===== src/rtl/flash_encoder_sync_if.sv =====
// rtl/flash_encoder_sync_if.sv - comparator-side and result-side signal bundle of the flash encoder
interface flash_encoder_sync_if #(
    parameter int N_BITS = 4
);
    localparam int THERM_W = 2 ** N_BITS;

    logic               sample_en;
    logic               avg_clear;
    logic [THERM_W-1:0] therm;
    logic [N_BITS-1:0]  code;
    logic               code_valid;
    logic               over_range;
    logic               bubble_err;
    logic [N_BITS-1:0]  avg_code;
    logic               avg_valid;

    modport master (
        output sample_en, avg_clear, therm,
        input  code, code_valid, over_range, bubble_err, avg_code, avg_valid
    );

    modport slave (
        input  sample_en, avg_clear, therm,
        output code, code_valid, over_range, bubble_err, avg_code, avg_valid
    );
endinterface


===== src/rtl/flash_encoder_sync.sv =====
// rtl/flash_encoder_sync.sv - sampled thermometer-to-binary encoder with bubble filter and block averager
module flash_encoder_sync #(
    parameter int N_BITS   = 4,
    parameter int AVG_LOG2 = 2
) (
    input logic                 clk,
    input logic                 rst_n,
    flash_encoder_sync_if.slave bus
);
    localparam int THERM_W = 2 ** N_BITS;

    logic [THERM_W-1:0] s1;
    logic               s1_v;
    logic [THERM_W+1:0] ext;
    logic [THERM_W-1:0] c;
    logic [N_BITS-1:0]  code_n;

    logic [N_BITS-1:0]  code_q;
    logic               code_valid_q;
    logic               over_range_q;
    logic               bubble_err_q;
    logic [N_BITS-1:0]  avg_code_q;
    logic               avg_valid_q;

    // Stage 1: capture the comparator bus on the strobe; hold it otherwise
    always_ff @(posedge clk or negedge rst_n) begin
        if (!rst_n) begin
            s1   <= '0;
            s1_v <= 1'b0;
        end else begin
            s1_v <= bus.sample_en;
            if (bus.sample_en) begin
                s1 <= bus.therm;
            end
        end
    end

    // Fixed neighbours beyond the ends: below bit 0 reads 1, above the top reads 0
    assign ext = {1'b0, s1, 1'b1};

    // 3-input majority over each bit and its two neighbours removes single-bit bubbles
    always_comb begin
        c = '0;
        for (int i = 0; i < THERM_W; i++) begin
            c[i] = (ext[i] & ext[i+1]) | (ext[i] & ext[i+2]) | (ext[i+1] & ext[i+2]);
        end
    end

    // Highest set corrected bit wins; bit 0 is excluded so an all-zero or bit-0-only bus is code 0
    always_comb begin
        code_n = '0;
        for (int i = 1; i < THERM_W; i++) begin
            if (c[i]) begin
                code_n = N_BITS'(i);
            end
        end
    end

    // Stage 2: register the conversion result; flags hold on non-valid cycles
    always_ff @(posedge clk or negedge rst_n) begin
        if (!rst_n) begin
            code_q       <= '0;
            code_valid_q <= 1'b0;
            over_range_q <= 1'b0;
            bubble_err_q <= 1'b0;
        end else begin
            code_valid_q <= s1_v;
            if (s1_v) begin
                code_q       <= code_n;
                over_range_q <= c[THERM_W-1];
                bubble_err_q <= (c != s1);
            end
        end
    end

    generate
        if (AVG_LOG2 > 0) begin : g_avg
            localparam int ACC_W = N_BITS + AVG_LOG2;

            logic [ACC_W-1:0]    acc;
            logic [ACC_W-1:0]    sum;
            logic [AVG_LOG2-1:0] cnt;

            // Running sum including the result on the bus this cycle; cannot overflow ACC_W
            assign sum = acc + ACC_W'(code_q);

            // Block averager: accumulate 2^AVG_LOG2 results, emit the truncated mean, restart
            always_ff @(posedge clk or negedge rst_n) begin
                if (!rst_n) begin
                    acc         <= '0;
                    cnt         <= '0;
                    avg_code_q  <= '0;
                    avg_valid_q <= 1'b0;
                end else begin
                    avg_valid_q <= 1'b0;
                    if (bus.avg_clear) begin
                        // A result arriving with the clear becomes the first of the new window
                        if (code_valid_q) begin
                            acc <= ACC_W'(code_q);
                            cnt <= AVG_LOG2'(1);
                        end else begin
                            acc <= '0;
                            cnt <= '0;
                        end
                    end else if (code_valid_q) begin
                        if (cnt == '1) begin
                            avg_code_q  <= sum[ACC_W-1:AVG_LOG2];
                            avg_valid_q <= 1'b1;
                            acc         <= '0;
                            cnt         <= '0;
                        end else begin
                            acc <= sum;
                            cnt <= cnt + AVG_LOG2'(1);
                        end
                    end
                end
            end
        end else begin : g_no_avg
            // Window of one: the average is the result delayed by a cycle
            always_ff @(posedge clk or negedge rst_n) begin
                if (!rst_n) begin
                    avg_code_q  <= '0;
                    avg_valid_q <= 1'b0;
                end else begin
                    avg_code_q  <= code_q;
                    avg_valid_q <= code_valid_q;
                end
            end
        end
    endgenerate

    assign bus.code       = code_q;
    assign bus.code_valid = code_valid_q;
    assign bus.over_range = over_range_q;
    assign bus.bubble_err = bubble_err_q;
    assign bus.avg_code   = avg_code_q;
    assign bus.avg_valid  = avg_valid_q;
endmodule


===== src/flat_wrapper.sv =====
// flat-port wrapper written by rule: the top's interface ports become plain ports
module flash_encoder_sync_flat 
#(
    parameter int N_BITS   = 4,
    parameter int AVG_LOG2 = 2
)
  (clk, rst_n, bus_sample_en, bus_avg_clear, bus_therm, bus_code, bus_code_valid, bus_over_range, bus_bubble_err, bus_avg_code, bus_avg_valid);
  flash_encoder_sync_if #(.N_BITS(N_BITS)) bus_i ();
  input logic clk;
  input logic rst_n;
  input wire logic [$bits(bus_i.sample_en)-1:0] bus_sample_en;
  input wire logic [$bits(bus_i.avg_clear)-1:0] bus_avg_clear;
  input wire logic [$bits(bus_i.therm)-1:0] bus_therm;
  output wire logic [$bits(bus_i.code)-1:0] bus_code;
  output wire logic [$bits(bus_i.code_valid)-1:0] bus_code_valid;
  output wire logic [$bits(bus_i.over_range)-1:0] bus_over_range;
  output wire logic [$bits(bus_i.bubble_err)-1:0] bus_bubble_err;
  output wire logic [$bits(bus_i.avg_code)-1:0] bus_avg_code;
  output wire logic [$bits(bus_i.avg_valid)-1:0] bus_avg_valid;
  assign bus_i.sample_en = bus_sample_en;
  assign bus_i.avg_clear = bus_avg_clear;
  assign bus_i.therm = bus_therm;
  assign bus_code = bus_i.code;
  assign bus_code_valid = bus_i.code_valid;
  assign bus_over_range = bus_i.over_range;
  assign bus_bubble_err = bus_i.bubble_err;
  assign bus_avg_code = bus_i.avg_code;
  assign bus_avg_valid = bus_i.avg_valid;
  flash_encoder_sync #(.N_BITS(N_BITS), .AVG_LOG2(AVG_LOG2)) u_core (.clk(clk), .rst_n(rst_n), .bus(bus_i));
endmodule

===== config.mk =====
export PLATFORM = sky130hd
export DESIGN_NAME = flash_encoder_sync_flat
export DESIGN_NICKNAME = d
export VERILOG_FILES = /design/src/rtl/flash_encoder_sync_if.sv /design/src/rtl/flash_encoder_sync.sv /design/src/flat_wrapper.sv
export SDC_FILE = /design/constraint.sdc
export NUM_CORES = 1
export LEC_CHECK = 0
export ABC_AREA = 1
export CELL_PAD_IN_SITES_DETAIL_PLACEMENT = 1
export CELL_PAD_IN_SITES_GLOBAL_PLACEMENT = 2
export CORE_ASPECT_RATIO = 0.8
export CORE_MARGIN = 4
export CORE_UTILIZATION = 30
export DETAILED_ROUTE_END_ITERATION = 8
export PLACE_DENSITY = 0.86
export SKIP_CTS_REPAIR_TIMING = 1
export SLEW_MARGIN = 20
export SYNTH_ARGS = -nofsm -noshare
export SYNTH_HDL_FRONTEND = slang
export SYNTH_SLANG_ARGS = --single-unit

===== constraint.sdc =====
create_clock -name clk -period 2.2 [get_ports clk]
set_input_delay 0.44 -clock clk [delete_from_list [all_inputs] [get_ports clk]]
set_output_delay 0.44 -clock clk [all_outputs]
set_load 0.005 [all_outputs]

==> results.md <==
- Status: completed
- Critical Path RT: 1760 ps
- Via/cell ratio: 4.78
- Synthesized instance count: about 260
- Max Fclk: 0.558 GHz
- Die Wd: 98.9 um
- WL final: 5110 um
- Async set-or-reset flop fraction in the synthesized netlist: between 90% and 100%
- Root Buffer Master: clkbuf_8
- Initial antenna violation count: 0
- Peak VDD IR: 0.000229 V
- Pre-antenna DRT Iters: 4
- Share of layout cells above drive strength 1: between 7 and 8%
- Worst setup SP type: register
- Clk_lat worst skew: 290 ps
- Final Skew: ~1.9 ps
- Initial DRC Count: 73
- Syn avg cell area: 7.71 sq um
- Buf/Inv on CP: 1
- Top delay family on crit path: buffers and inverters
- Crit path max fanout: 9
- Final period util: 81.5%
- N_diodes: 0
- Wire per inst: around 14 um
- GR Overflow Total: 0
- Starting Density: 30.9%
- Largest net degree at the start of global routing: 32
- Core Area: 6410 sq um
- Final core utilization: between 30% and 40%
- R2R Setup Slk: 430 ps
- Post-DP HPWL: 3950 um
- Clock buffer depth: 2
- Reg clk slew, reported paths: 80 ps
- Placement Rows: 26
- Tot GR Track Use: 14.1%
- Vias in the first global route: 1942
- Yosys top cell area share: 46.7%
- Final setup vio count: 0
- CP startpoint: u_core.bus.code_valid$_DFF_PN0_
- Commonest cells post-synth: 63 x nand2_1, 37 x dfrtp_1, 31 x o21ai_0
- FF-to-FF End: u_core.g_avg.acc[4]$_DFFE_PN0P_
- Largest cells by area after synthesis: dfrtp_1 47%, nand2_1 12%, o21ai_0 7.8%
- WP data arrival: about 1400 ps
- Post-synth top area cell: dfrtp_1
- Hold Crit Class: in2async
- Final std cells w/o fill: around 380
- Crit path max-delay cell type: clkdlybuf4s50_1
- Crit path to: bus_code_valid
- Net count after synthesis: 283
- Synth warnings: 0
- Inserted Clock Buffers: 5
- RSZ-0062 raised after global routing: no
- PwrDens: 788 nW/um^2
- DRC errors left: 0
- Slowest stage delay, CP: 560 ps
- Number of synthesized flops with an enable pin: 0
- DR vias: about 1800
- Yosys cell types: 28
- Crit end category: output port
- Slew @ Worst Pin: 424 ps
- Mapped Area: 1980 sq um
- Predominant post-synthesis flop cell: dfrtp_1
- CTS sink cnt: 37
- H-tree Lvls: 2
- Hold Fails Final Rpt: 0
- First-pass GRT wire length: 8970 um
- Die Ht: 80.7 um
- MaxCap Viol Count: 0
- Die area: 7980 sq um
- Final hold slack: roughly 72 ps
- Register area share after synthesis: 46.7%
- Max_slew headroom: 71.0%
- Ports: 32
- Post-route antenna net violation count: 0
- Critical path depth: 1
- Worst Reg-to-Reg Cells: 6
- Cells after DPL: 370
- Port buffer count: 31
- RD Place Congestion: 0.774
- CTS tree: yes
- Nets: between 300 and 400
- Critical path cell sequence: clkdlybuf4s50_1
- Top-count cell post-synth: nand2_1
- Critical R2R Launch: u_core.bus.code[0]$_DFFE_PN0P_
- Filler cells: 794
- Lkg Pwr: 1.16 nW
- P&R area growth vs syn: 24.9%
- TNS Setup: 0 ps
- Critical path class: reg2out
- Yosys reg bits: 37
- Post-layout minimum cycle time: 1790 ps
- Max Slew Vio Count: 0
[worst min-delay path by stage]
stage          depth (start not counted)  slack (ps)                                 end
2_1_floorplan                          0         140  u_core.bus.avg_code[0]$_DFFE_PN0P_
3_3_place_gp                           1         410  u_core.bus.avg_code[1]$_DFFE_PN0P_
3_5_place_dp                           1         410  u_core.bus.avg_code[1]$_DFFE_PN0P_
4_1_cts                                1          80  u_core.bus.avg_code[1]$_DFFE_PN0P_
5_1_grt                                1         100  u_core.bus.avg_code[3]$_DFFE_PN0P_
6_report                               1          70  u_core.bus.avg_code[1]$_DFFE_PN0P_
[routing by layer]
| layer | GRT usage (%) | up-vias | part of all wire [%] | wire, um |
|---|---|---|---|---|
| met5 | 0 | - | 0 | 0 |
| met4 | 4.91 | 0 | 1.6 | 82 |
| li1 | - | 916 | - | - |
| met3 | 3.30 | 6 | 3.7 | 191 |
| met1 | 19.0 | 861 | 50 | 2580 |
| met2 | 22.2 | 22 | 44 | 2260 |
[placed cells by master (no fill, tap or decap), types with 2 or more instances in the layout]
cell             count
o21ai_1             10
a2111oi_0            2
dfrtp_1             37
a21oi_1             23
inv_2                7
clkinv_2             2
xor2_1               3
clkinv_1             3
clkdlybuf4s50_1     30
nand3_1              9
ha_1                 5
clkbuf_8             5
o22ai_1              2
o21ai_0             31
inv_1               27
nand2_1             63
buf_4                2
nor2_1              17
nand2_2              2
[cell families (layout without fill, tap and decap cells)]
| logic type | after synthesis | count (layout) | synth area share (%) |
|---|---|---|---|
| AO/OA/AOI/OAI | 76 | 76 | 20.8 |
| multiplexers | 1 | 1 | 0.568 |
| flip-flops | 37 | 37 | 46.7 |
| XOR/XNOR | 3 | 3 | 1.33 |
| AND/OR/NAND/NOR | 93 | 93 | 18.6 |
| buffers and inverters | 41 | 78 | 7.77 |
| adder cells (fa/ha/maj) | 6 | 6 | 4.17 |
[flip-flops by register name, indices dropped and copies added, names as in the netlist]
signal                 cells
u_core.g_avg.acc           6
u_core.g_avg.cnt           2
u_core.bus.over_range      1
u_core.bus.avg_code        4
u_core.bus.avg_valid       1
u_core.s1_v                1
u_core.bus.code_valid      1
u_core.s1                 16
u_core.bus.code            4
u_core.bus.bubble_err      1
[power breakdown]
part	internal (mW)	total [mW]	switching, mW	leakage (nW)
sequential	0.780	0.874	0.0942	0.446
combinational	0.278	0.594	0.316	0.667
clock	0.220	0.482	0.262	0.0450
[cell type report]
type	instances	area, sq um	share of cell area [%]
tap	84	105	4.25
clock inverter	2	10.0	0.404
multi-input combinational	179	902	36.5
sequential	37	926	37.4
clock buffer	6	72.6	2.93
inverter	37	139	5.61
timing repair buffer	33	320	12.9
[per-stage QoR]
step | power (mW) | worst slack, ps | area [sq um]
after floorplan | 1.22 | 560 | 1980
after global placement | 1.47 | 461 | 2390
after detailed placement | 1.49 | 411 | 2390
after CTS | 1.98 | 402 | 2470
after global routing | 2.10 | 271 | 2470
final | 1.95 | 406 | 2470
No activity file was read; power rests on OpenSTA's default activity.
